**config.mk**
```make
export PLATFORM = sky130hd
export DESIGN_NAME = sram_uart_tx_interface
export DESIGN_NICKNAME = d
export VERILOG_FILES = /design/src/rtl/uart_tx_pkg.sv /design/src/rtl/uart_tx_byte_serializer.sv /design/src/rtl/sram_uart_tx_interface.sv
export SDC_FILE = /design/constraint.sdc
export NUM_CORES = 1
export LEC_CHECK = 0
export ABC_AREA = 1
export BUFFER_PORTS_ARGS = -buffer_cell sky130_fd_sc_hd__buf_2
export CAP_MARGIN = 40
export CORE_ASPECT_RATIO = 1.5
export CORE_MARGIN = 2
export CORE_UTILIZATION = 51
export CTS_CLUSTER_DIAMETER = 50
export DETAILED_ROUTE_END_ITERATION = 8
export HOLD_SLACK_MARGIN = 0.12
export PLACE_DENSITY = 0.76
export RECOVER_POWER = 25
export SYNTH_ARGS = -nofsm -noshare
export SYNTH_HDL_FRONTEND = slang
export SYNTH_SLANG_ARGS = --single-unit
```
**constraint.sdc**
```tcl
create_clock -name CLOCK_50_I -period 1.6 [get_ports CLOCK_50_I]
set_input_delay 0.16 -clock CLOCK_50_I [delete_from_list [all_inputs] [get_ports CLOCK_50_I]]
set_output_delay 0.16 -clock CLOCK_50_I [all_outputs]
set_load 0.005 [all_outputs]
```
**src/rtl/uart_tx_pkg.sv**
```systemverilog
`default_nettype none
// ============================================================================
//  Module   : uart_tx_pkg
//  Purpose  : Shared state encoding and line constants for the SRAM-to-UART
//             transmit path.
//  Revision : 1.0  initial release
// ============================================================================
package uart_tx_pkg;

    typedef enum logic [2:0] {
        S_TX_IDLE   = 3'd0,
        S_TX_READ   = 3'd1,
        S_TX_START  = 3'd2,
        S_TX_DATA   = 3'd3,
        S_TX_PARITY = 3'd4,
        S_TX_STOP   = 3'd5,
        S_TX_DONE   = 3'd6
    } tx_state_type;

    localparam logic       UART_IDLE_LEVEL  = 1'b1;
    localparam logic       UART_START_LEVEL = 1'b0;
    localparam logic [3:0] UART_DATA_BITS   = 4'd8;

endpackage
`default_nettype wire

```
**src/rtl/uart_tx_byte_serializer.sv**
```systemverilog
`default_nettype none
// ============================================================================
//  Module   : uart_tx_byte_serializer
//  Purpose  : Sends one byte as a UART frame (start, 8 data LSB first,
//             optional even parity when UART_TX_PARITY_EN is defined, stop).
//  Revision : 1.0  initial release
// ============================================================================
module uart_tx_byte_serializer
    import uart_tx_pkg::*;
#(
    parameter int CLKS_PER_BIT = 434
) (
    input  logic       CLOCK_50_I,
    input  logic       Reset,
    input  logic       Load,
    input  logic [7:0] Byte_in,
    output logic       Ready,
    output logic       TX
);

    localparam int               BAUD_W      = $clog2(CLKS_PER_BIT + 1);
    localparam logic [BAUD_W-1:0] C_BAUD_LAST = BAUD_W'(CLKS_PER_BIT - 1);
    localparam logic [2:0]       C_LAST_BIT  = 3'(UART_DATA_BITS - 4'd1);

    tx_state_type      r_phase;
    logic [BAUD_W-1:0] r_baud;
    logic [2:0]        r_bit;
    logic [7:0]        r_shift;
    logic              r_tx;
`ifdef UART_TX_PARITY_EN
    logic              r_parity;
`endif

    logic w_bit_end;

    assign w_bit_end = (r_baud == C_BAUD_LAST);
    // Accepting a load in the last stop cycle lets frames run back to back.
    assign Ready     = (r_phase == S_TX_IDLE) || ((r_phase == S_TX_STOP) && w_bit_end);
    assign TX        = r_tx;

    always_ff @(posedge CLOCK_50_I) begin
        if (Reset) begin
            r_phase  <= S_TX_IDLE;
            r_baud   <= '0;
            r_bit    <= '0;
            r_shift  <= '0;
            r_tx     <= UART_IDLE_LEVEL;
`ifdef UART_TX_PARITY_EN
            r_parity <= 1'b0;
`endif
        end else if (Load && Ready) begin
            r_phase  <= S_TX_START;
            r_baud   <= '0;
            r_bit    <= '0;
            r_shift  <= Byte_in;
            r_tx     <= UART_START_LEVEL;
`ifdef UART_TX_PARITY_EN
            r_parity <= ^Byte_in;
`endif
        end else begin
            r_baud <= w_bit_end ? '0 : r_baud + BAUD_W'(1);
            case (r_phase)
                S_TX_START: begin
                    if (w_bit_end) begin
                        r_phase <= S_TX_DATA;
                        r_tx    <= r_shift[0];
                    end
                end
                S_TX_DATA: begin
                    if (w_bit_end) begin
                        if (r_bit == C_LAST_BIT) begin
`ifdef UART_TX_PARITY_EN
                            r_phase <= S_TX_PARITY;
                            r_tx    <= r_parity;
`else
                            r_phase <= S_TX_STOP;
                            r_tx    <= UART_IDLE_LEVEL;
`endif
                        end else begin
                            r_bit   <= r_bit + 3'd1;
                            r_shift <= {1'b0, r_shift[7:1]};
                            r_tx    <= r_shift[1];
                        end
                    end
                end
`ifdef UART_TX_PARITY_EN
                S_TX_PARITY: begin
                    if (w_bit_end) begin
                        r_phase <= S_TX_STOP;
                        r_tx    <= UART_IDLE_LEVEL;
                    end
                end
`endif
                S_TX_STOP: begin
                    if (w_bit_end) begin
                        r_phase <= S_TX_IDLE;
                        r_tx    <= UART_IDLE_LEVEL;
                    end
                end
                default: begin
                    r_phase <= S_TX_IDLE;
                    r_baud  <= '0;
                    r_tx    <= UART_IDLE_LEVEL;
                end
            endcase
        end
    end

endmodule
`default_nettype wire

```
**src/rtl/sram_uart_tx_interface.sv**
```systemverilog
`default_nettype none
// ============================================================================
//  Module   : sram_uart_tx_interface
//  Purpose  : Reads a block of 16-bit SRAM words and sends each one high byte
//             first as UART frames. UART_TX_PARITY_EN adds an even-parity bit.
//  Revision : 1.0  initial release
// ============================================================================
module sram_uart_tx_interface
    import uart_tx_pkg::*;
#(
    parameter int CLKS_PER_BIT = 434,
    parameter int SRAM_LATENCY = 2
) (
    input  logic        CLOCK_50_I,
    input  logic        Reset,
    input  logic        Start,
    input  logic [17:0] Base_address,
    input  logic [17:0] Word_count,
    output logic        Busy,
    output logic        Done,
    output logic [17:0] SRAM_address,
    input  logic [15:0] SRAM_read_data,
    output logic        SRAM_we_n,
    output logic        UART_TX_O
);

    localparam int              LAT_W      = $clog2(SRAM_LATENCY + 2);
    localparam logic [LAT_W-1:0] C_LAT_LAST = LAT_W'(SRAM_LATENCY);

    tx_state_type     r_state;
    logic [LAT_W-1:0] r_lat;
    logic [17:0]      r_remaining;
    logic [7:0]       r_low_byte;
    logic             r_byte_sel;

    logic       w_read_done;
    logic       w_ser_ready;
    logic       w_load;
    logic [7:0] w_byte_in;

    assign SRAM_we_n = 1'b1;

    // The high byte goes straight from the SRAM bus so the start bit can
    // begin on the same edge the word is captured.
    assign w_read_done = (r_state == S_TX_READ) && (r_lat == C_LAT_LAST);
    assign w_load      = w_read_done || ((r_state == S_TX_DATA) && w_ser_ready && !r_byte_sel);
    assign w_byte_in   = w_read_done ? SRAM_read_data[15:8] : r_low_byte;

    uart_tx_byte_serializer #(
        .CLKS_PER_BIT(CLKS_PER_BIT)
    ) u_serializer (
        .CLOCK_50_I(CLOCK_50_I),
        .Reset     (Reset),
        .Load      (w_load),
        .Byte_in   (w_byte_in),
        .Ready     (w_ser_ready),
        .TX        (UART_TX_O)
    );

    // S_TX_DATA covers the whole frame in flight; the serializer walks the
    // start/data/parity/stop bits and raises Ready in the last stop cycle.
    always_ff @(posedge CLOCK_50_I) begin
        if (Reset) begin
            r_state      <= S_TX_IDLE;
            r_lat        <= '0;
            r_remaining  <= '0;
            r_low_byte   <= '0;
            r_byte_sel   <= 1'b0;
            Busy         <= 1'b0;
            Done         <= 1'b0;
            SRAM_address <= '0;
        end else begin
            Done <= 1'b0;
            case (r_state)
                S_TX_IDLE: begin
                    if (Start) begin
                        Busy <= 1'b1;
                        if (Word_count != 18'd0) begin
                            SRAM_address <= Base_address;
                            r_remaining  <= Word_count;
                            r_lat        <= '0;
                            r_state      <= S_TX_READ;
                        end else begin
                            Done    <= 1'b1;
                            r_state <= S_TX_DONE;
                        end
                    end
                end
                S_TX_READ: begin
                    if (w_read_done) begin
                        r_low_byte <= SRAM_read_data[7:0];
                        r_byte_sel <= 1'b0;
                        r_state    <= S_TX_DATA;
                    end else begin
                        r_lat <= r_lat + LAT_W'(1);
                    end
                end
                S_TX_DATA: begin
                    if (w_ser_ready) begin
                        if (!r_byte_sel) begin
                            r_byte_sel <= 1'b1;
                        end else if (r_remaining != 18'd1) begin
                            r_remaining  <= r_remaining - 18'd1;
                            SRAM_address <= SRAM_address + 18'd1;
                            r_lat        <= '0;
                            r_state      <= S_TX_READ;
                        end else begin
                            r_remaining <= '0;
                            Done        <= 1'b1;
                            r_state     <= S_TX_DONE;
                        end
                    end
                end
                S_TX_DONE: begin
                    Busy    <= 1'b0;
                    r_state <= S_TX_IDLE;
                end
                default: begin
                    r_state <= S_TX_IDLE;
                end
            endcase
        end
    end

endmodule
`default_nettype wire

```
==> results by group, run 1 <==
Global route
  • Largest net degree at the start of global routing: 39
  • GRT Resource Usage Total: 0.277
  • Global route overflow: 0
  • Initial antenna violation count: 0
  • Global-route wire length before repair: 21.4 mm
  • Vias in the first global route: 4976

Worst hold path
  • Hold wc startpoint: Base_address[16]
  • Hold Crit Class: input port to register
  • WHS Path Cells: 5
  • Hold Path End: SRAM_address[16]

Synthesis
  • #FFs+latches synth: 76
  • Leading area contributor after synthesis: dfxtp_1
  • Most used DFF post-synth: dfxtp_1
  • Async SR Flop Fraction: 0
  • Post-synthesis sequential area ratio: 0.333
  • Synth area leaders: dfxtp_1 33%, nand2_1 21%, nor2_1 14%
  • Distinct cells, synth: 38
  • Netlist Area Pre-Place: 4570 µm²
  • Yosys warns: 0
  • Mapped Cells: 750
  • Top-count cell post-synth: nand2_1
  • EDFF count, synth: 0
  • Syn Nets: 813
  • Synth cell count leaders: 253 x nand2_1, 174 x nor2_1, 76 x dfxtp_1
  • Mean Syn Cell Area: 6.09 µm²
  • Yosys top cell area share: 0.333

Worst setup path
  • WP data arrival: 1.99 ns
  • Crit-path max FO: 6
  • Reg2reg end: SRAM_address[6]
  • CP Class: register to register
  • Worst R2R Path Depth: 10
  • Crit Reg-Reg Startpoint: u_serializer.r_phase[2]
  • CP max-delay cell: dfxtp_1
  • Startpoint Class: register
  • Critical Path, Cell by Cell: nand2_1 -> nor2_1 -> nand3_2 -> nand3_4 -> nand2_4 -> nor2_4 -> buf_6 -> nand3_2 -> nand2_1 -> nor2_1
  • Reg2Reg Setup Slack: -0.16 ns
  • Worst EP required: 1.83 ns
  • CP Capture Type: register
  • Max stage delay on crit path: 0.38 ns

Run
  • Total of max-cap violations: 0

Detailed routing
  • Initial drt markers: 399
  • Drt wl/cell: 14.1 µm
  • Routed Antenna Nets: 0
  • DRC: 0
  • Via density: 5.36
  • Pre-Repair DR Iteration Count: 5
  • Vias: 5463
  • Routed WL: 14.4 mm

CTS
  • Clock slew at reported path FFs: 0.06 ns
  • Maximum root-to-sink buffer count: 2
  • CTS tree: built
  • Clock H-tree levels: 3
  • Worst-Skew Late Latency: 0.34 ns
  • Clock root buffer: clkbuf_16
  • Clock sink count: 76
  • Cts bufs inserted: 9

Floorplanning
  • Die H: 120 µm
  • IO Count: 77
  • Die area: 9750 µm²
  • Site Rows: 42
  • Starting density of the core: 0.521
  • CORE AREA: 8780 µm²
  • Die X: 81.3 µm

Pwr
  • Maximum vdd drop: 1.28 mV
  • P_int: 6.50 mW
  • Switch share: 0.426
  • PwrDens: 1760 nW/µm²
  • Pleak: 3.06 nW
  • Logic pwr share: 0.534
  • Clock power frac: 0.204
  • Switching component of the power: 4.83 mW
  • Design Power: 11.3 mW
  • Seq pwr share: 0.262

Run status
  • Failing checks: negative setup slack
  • Status: finished with violations

Place
  • Placed Area: 5430 µm²
  • GPL Wtd Cong: 0.883
  • Port bufs: 75
  • HPWL after DPL: 8.86 mm

STA
  • Max Slew Vio Count: 0
  • RSZ-0062 raised after global routing: yes
  • Fin Clk Skew: 0.00877 ns
  • Fin crit period: 1.76 ns
  • Setup Viol. Count Final: 25
  • Fin. Hold Viols: 0
  • Max Freq: 569 MHz
  • Final worst slack: -0.157 ns
  • WHS: 0.143 ns
  • Period utilization: 1.10

Final layout
  • Number of diodes: 0
  • Area growth syn-to-layout: 41.0%
  • Nets: 967
  • Finished Cell Area: 6440 µm²
  • Share of cells above drive strength 1: 0.271
  • Final core utilization: 0.734
  • Number of filler cells placed in the layout: 660
layout make-up:
type,count,area (µm²),area share
sequential,76,1530,0.238
clock buffer,12,267,0.0414
inverter,48,180,0.0280
tap,110,138,0.0214
timing repair buffer,162,1170,0.182
multi-input combinational,607,3090,0.479
clock inverter,4,70.1,0.0109
how the worst max path moves through the flow:
stage / start / endpoint / depth (start not counted)
final: u_serializer.r_phase[2] / SRAM_address[6] / 10
after global routing: r_state[1] / r_remaining[16] / 12
after CTS: r_state[1] / r_remaining[1] / 12
after detailed placement: u_serializer.r_baud[1] / r_remaining[15] / 12
after global placement: r_state[2] / r_lat[1] / 9
after floorplan: r_state[1] / r_remaining[10] / 12
routing by layer:
layer / vias up / part of all wire / GRT usage
met5: - / 0 / 0
met4: 0 / 0.048 / 0.145
met3: 63 / 0.054 / 0.0556
met2: 207 / 0.52 / 0.502
met1: 2506 / 0.37 / 0.290
li1: 2687 / - / -
placed cells by master (no fill, tap or decap), types with 8 or more instances in the layout:
cell type      count
nor2_1           150
nand3_1           32
nor2_2            18
xor2_1            12
dlygate4sd3_1      9
buf_2             67
nand2_1          242
o21ai_0           23
nor2_4            11
nand3_2            8
o21ai_1           13
a21oi_1           25
nand2_2            8
dfxtp_1           69
buf_4             66
clkbuf_16         11
inv_1             39
sequential cells by signal, indices dropped and copies added (netlist names), 3 cells and up:
register              cells
SRAM_address             18
r_low_byte                8
r_remaining              18
r_state                   3
u_serializer.r_baud       9
u_serializer.r_bit        3
u_serializer.r_phase      3
u_serializer.r_shift      8
per-stage QoR:
step                instances  worst slack [ns]  setup TNS, ns
finish                   1019            -0.157          -2.18
global route             1019            -0.253          -5.45
CTS                      1012           -0.0323         -0.294
detailed placement        970           -0.0801          -1.10
global placement          970           -0.0300        -0.0733
floorplan                 750            0.0586              0
logic make-up (layout without fill, tap and decap cells):
kind of cell             after synthesis  after routing  share of synthesized area
adder cells (fa/ha/maj)                8              8                     0.0219
buffers and inverters                 70            226                     0.0696
flip-flops                            76             76                      0.333
multiplexers                           1              1                    0.00219
XOR/XNOR                              19             19                     0.0364
AO/OA/AOI/OAI                         78             78                     0.0898
other                                  1              1                   0.000821
AND/OR/NAND/NOR                      497            500                      0.446
power by group through the flow:
stage	clock network [mW]	registers, mW	logic, mW
2_1_floorplan	0	2.97	3.19
3_3_place_gp	0	2.93	4.61
3_5_place_dp	0	2.95	4.72
4_1_cts	2.31	2.92	5.40
5_1_grt	2.39	3.03	6.65
6_report	2.31	2.97	6.05
worst max-delay path: cells and delay by family (launching register included):
family	cells	cell delay (ns)
and+or+nand+nor	9	1.10
buffers and inverters	1	0.18
DFF	1	0.38
what timing repair did:
item                                    in CTS  in global routing
buffers inserted                            14                  7
hold buffers                                 9                  0
cloned                                       3                  3
endpoints found under the hold margin        9                  0
pin swaps                                    7                 28
endpoints found under the setup margin      27                 53
resized for setup                           26                 76
Note: power is estimated with default switching activity, not from simulation.
==> run 2: changes to the inputs <==
CTS_CLUSTER_DIAMETER = 40   (was 50)
clock period = 1.54 ns   (was 1.6 ns; I/O delays follow)
==> results by group, run 2 (synthesis results as in run 1) <==
Floorplanning
  • CORE AREA: 8780 µm²
  • Die X: 81.3 µm
  • Die H: 120 µm
  • Starting density of the core: 0.521
  • Die area: 9750 µm²
  • IO Count: 77
  • Site Rows: 42

Worst setup path
  • WP data arrival: 1.98 ns
  • Reg2Reg Setup Slack: -0.18 ns
  • CP Capture Type: register
  • Buf/Inv on CP: 3
  • Crit-path max FO: 8
  • Worst EP required: 1.81 ns
  • Max stage delay on crit path: 0.38 ns
  • Most used cell, CP: buf_4
  • Critical Path, Cell by Cell: nand2_4 -> nor2_4 -> buf_4 -> buf_4 -> nand3_4 -> inv_1 -> nand3_1 -> a21oi_2
  • CP max-delay cell: dfxtp_4
  • CP delay by family, top: simple AND/OR/NAND/NOR gates
  • CP Class: register to register
  • Startpoint Class: register

Detailed routing
  • DRC: 0
  • Initial drt markers: 525
  • Pre-Repair DR Iteration Count: 6
  • Routed WL: 15.7 mm
  • Drt wl/cell: 15.0 µm
  • Routed Antenna Nets: 0
  • Vias: 5775
  • Via density: 5.53

Final layout
  • Number of diodes: 0
  • Leading cell type in the layout, fill and taps excluded: nand2_1
  • Finished Layout Cells: 1045
  • Area growth syn-to-layout: 47.5%
  • Share of cells above drive strength 1: 0.318
  • Nets: 993
  • Final core utilization: 0.768
  • Regs by FF count: SRAM_address (18), r_remaining (18), u_serializer.r_baud (9)
  • Commonest non-fill, non-tap cells in the layout: 232 x nand2_1, 143 x nor2_1, 85 x buf_4

Global route
  • Routing usage on met1: 0.322
  • Grt met3 use: 0.0504
  • GRT Resource Usage Total: 0.304
  • Vias in the first global route: 5445
  • Initial antenna violation count: 0
  • M2 GR Usage: 0.545
  • Largest net degree at the start of global routing: 31
  • Grt peak-use layer: met2
  • Global route overflow: 0
  • Global-route wire length before repair: 23.4 mm

CTS
  • Clock H-tree levels: 3
  • Clock root buffer: clkbuf_16
  • Worst-Skew Late Latency: 0.35 ns
  • Maximum root-to-sink buffer count: 2
  • Clock slew at reported path FFs: 0.06 ns
  • Clock sink count: 76
  • CTS tree: built
  • Cts bufs inserted: 9

STA
  • Fin Setup TNS: -5.21 ns
  • Max Slew Vio Count: 0
  • Period utilization: 1.12
  • Setup Viol. Count Final: 46
  • RSZ-0062 raised after global routing: yes
  • Fin Clk Skew: 0.00834 ns
  • Fin. Hold Viols: 0
  • Fin crit period: 1.72 ns
  • Max Freq: 582 MHz
  • Final worst slack: -0.178 ns

Run status
  • Status: finished with violations
  • Failing checks: negative setup slack

Pwr
  • PwrDens: 1810 nW/µm²
  • Pleak: 3.19 nW
  • Maximum vdd drop: 1.09 mV

Worst hold path
  • Hold Crit Class: input port to register

Place
  • GPL Wtd Cong: 0.952
  • Placed cells: 990
  • Port bufs: 75
  • HPWL after DPL: 9.14 mm

Run
  • Total of max-cap violations: 0
[run 2: where the power goes]
part           switching (mW)  total [mW]  internal (mW)
combinational            3.86        6.78           2.92
sequential              0.509        3.09           2.58
clock                   0.848        2.31           1.46
total                    5.22        12.2           6.97
[run 2: layout make-up]
cell class              count  area, µm²
multi-input cells         608       3200
clock buffers              12        246
well taps                 110        138
flip-flops and latches     76       1540
inverters                  48        183
fillers                   597       2040
repair buffers            187       1360
clock inverters             4       72.6
[run 2: worst register-to-register path, cell delays in order (launching register included)]
cell	delay (ns)
dfxtp_4	0.38
nand2_4	0.05
nor2_4	0.21
buf_4	0.16
buf_4	0.14
nand3_4	0.20
inv_1	0.20
nand3_1	0.12
a21oi_2	0.18
[run 2: through the flow]
step | power [mW] | area (µm²) | setup WS, ns | hold WS, ns
floorplan | 6.40 | 4580 | 0.00704 | 0.233
global placement | 8.10 | 5580 | -0.106 | 0.403
detailed placement | 8.26 | 5580 | -0.137 | 0.415
CTS | 11.5 | 6430 | -0.108 | 0.126
global route | 12.9 | 6740 | -0.246 | 0.163
finish | 12.2 | 6740 | -0.178 | 0.129
[run 2: repair_timing]
item / CTS / global route
pin swaps: 20 / 25
hold buffers: 9 / 0
gates resized for setup: 62 / 99
cloned: 5 / 2
endpoints found under the setup margin: 55 / 67
hold endpoints to repair: 9 / 0
buffers inserted: 20 / 8
[run 2: layer usage]
layer | up-vias | wire, µm | part of all wire
met2 | 311 | 8300 | 0.53
met4 | 0 | 796 | 0.051
li1 | 2744 | - | -
met1 | 2637 | 5590 | 0.36
met3 | 83 | 1030 | 0.066
met5 | - | 0 | 0
[run 2: path summary, 6_finish.rpt]
check / startpoint / endpoint / cells past startpoint
max: r_state[0] / Done / 8
min reg2reg: u_serializer.r_shift[3] / u_serializer.r_shift[3] / 2
max reg2reg: r_state[0] / Done / 8
min: Base_address[17] / SRAM_address[17] / 5
==> run 3: changes to the inputs <==
CORE_ASPECT_RATIO = 0.5   (was 1.5)
==> results by group, run 3 (synthesis results as in run 1) <==
Floorplanning
  • IO Count: 77
  • CORE AREA: 8710 µm²
  • Die H: 70.9 µm
  • Die X: 138 µm
  • Die area: 9780 µm²
  • Starting density of the core: 0.525
  • Site Rows: 24

Detailed routing
  • Drt wl/cell: 14.2 µm
  • Pre-Repair DR Iteration Count: 5
  • Routed WL: 14.8 mm
  • Routed Antenna Nets: 0
  • Via density: 5.30
  • Vias: 5526
  • DRC: 0
  • Initial drt markers: 373

CTS
  • Clock H-tree levels: 3
  • CTS tree: built
  • Worst-Skew Late Latency: 0.35 ns
  • Clock root buffer: clkbuf_16
  • Maximum root-to-sink buffer count: 2
  • Clock slew at reported path FFs: 0.07 ns
  • Clock sink count: 76
  • Cts bufs inserted: 9

Worst setup path
  • CP delay by family, top: simple AND/OR/NAND/NOR gates
  • Critical Path, Cell by Cell: inv_2 -> ha_4 -> nand2_4 -> nor2_4 -> nand3_4 -> nand3_4 -> buf_6 -> buf_6 -> nand2_4 -> nor2_4 -> nand2_1 -> a21oi_1
  • Startpoint Class: register
  • Worst EP required: 1.81 ns
  • Crit-path max FO: 3
  • CP Capture Type: register
  • Max stage delay on crit path: 0.33 ns
  • WP data arrival: 1.93 ns
  • CP max-delay cell: dfxtp_2
  • CP Class: register to register
  • Buf/Inv on CP: 3

Final layout
  • Finished Cell Area: 6600 µm²
  • Nets: 983
  • Multi-input logic area: 3130 µm²
  • Number of filler cells placed in the layout: 643
  • Leading cell type in the layout, fill and taps excluded: nand2_1
  • Number of diodes: 0
  • Commonest non-fill, non-tap cells in the layout: 231 x nand2_1, 146 x nor2_1, 76 x buf_4
  • Regs by FF count: SRAM_address (18), r_remaining (18), u_serializer.r_baud (9)
  • Finished Layout Cells: 1042
  • Share of cells above drive strength 1: 0.306
  • Final core utilization: 0.758
  • Area growth syn-to-layout: 44.5%
  • Register area: 1540 µm²

STA
  • Setup Viol. Count Final: 63
  • Max Freq: 600 MHz
  • Final worst slack: -0.127 ns
  • Fin Clk Skew: 0.00908 ns
  • Fin crit period: 1.67 ns
  • Fin. Hold Viols: 0
  • Period utilization: 1.08
  • RSZ-0062 raised after global routing: yes
  • Max Slew Vio Count: 0

Pwr
  • Pleak: 3.16 nW
  • Maximum vdd drop: 1.07 mV
  • Design Power: 11.7 mW
  • PwrDens: 1780 nW/µm²

Place
  • GPL Wtd Cong: 0.897
  • HPWL after DPL: 8.85 mm
  • Placed cells: 993
  • Placed Area: 5560 µm²
  • Port bufs: 75

Global route
  • Initial antenna violation count: 0
  • Largest net degree at the start of global routing: 40
  • Global route overflow: 0
  • Global-route wire length before repair: 22.4 mm
  • Vias in the first global route: 5224
  • GRT Resource Usage Total: 0.289

Run status
  • Status: finished with violations
  • Failing checks: negative setup slack

Worst hold path
  • Hold Crit Class: input port to register

Run
  • Total of max-cap violations: 0
==> run 3: worst register-to-register path, stage by stage (launching register included) <==
cell	delay, ns
dfxtp_2	0.33
inv_2	0.06
ha_4	0.13
nand2_4	0.05
nor2_4	0.14
nand3_4	0.11
nand3_4	0.11
buf_6	0.11
buf_6	0.10
nand2_4	0.05
nor2_4	0.13
nand2_1	0.08
a21oi_1	0.17
==> run 3: power by group <==
group | total [mW] | internal, mW | switching, mW
combinational | 6.45 | 2.80 | 3.65
clock | 2.11 | 1.14 | 0.975
sequential | 3.15 | 2.58 | 0.570
==> run 3: routing by layer <==
metal	global-route usage	share of wire	routed length (µm)
met5	0	0	0
met1	0.318	0.41	6030
met4	0.129	0.038	570
met2	0.531	0.50	7390
met3	0.0659	0.056	827
==> run 3: area by class of cell <==
| type | count | share of cell area |
|---|---|---|
| clock buffers | 9 | 0.0341 |
| clock inverters | 7 | 0.0100 |
| inverters | 48 | 0.0281 |
| multi-input cells | 604 | 0.474 |
| flip-flops and latches | 76 | 0.233 |
| well taps | 117 | 0.0222 |
| repair buffers | 181 | 0.199 |
==> run 3: path summary, 6_finish.rpt <==
kind	start	to	slack [ns]	cells after the start
setup reg to reg	u_serializer.r_baud[1]	r_state[1]	-0.13	12
hold / removal	Base_address[9]	SRAM_address[9]	0.12	5
hold reg to reg	r_low_byte[5]	r_low_byte[5]	0.47	2
setup / recovery	u_serializer.r_baud[1]	r_state[1]	-0.13	12
==> run 3: repair_timing <==
item,CTS,global route
hold buffers,10,0
endpoints found under the setup margin,53,65
resized for setup,49,103
gates cloned,3,0
pin swaps,17,51
buffers inserted,17,8
endpoints found under the hold margin,11,0
==> run 3: through the flow <==
step	TNS (ns)	hold slack (ns)	setup slack, ns
after floorplan	0	0.233	0.00704
after global placement	-1.22	0.403	-0.0596
after detailed placement	-4.87	0.409	-0.170
after CTS	-1.68	0.129	-0.0718
after global routing	-10.12	0.152	-0.222
final	-4.99	0.116	-0.127
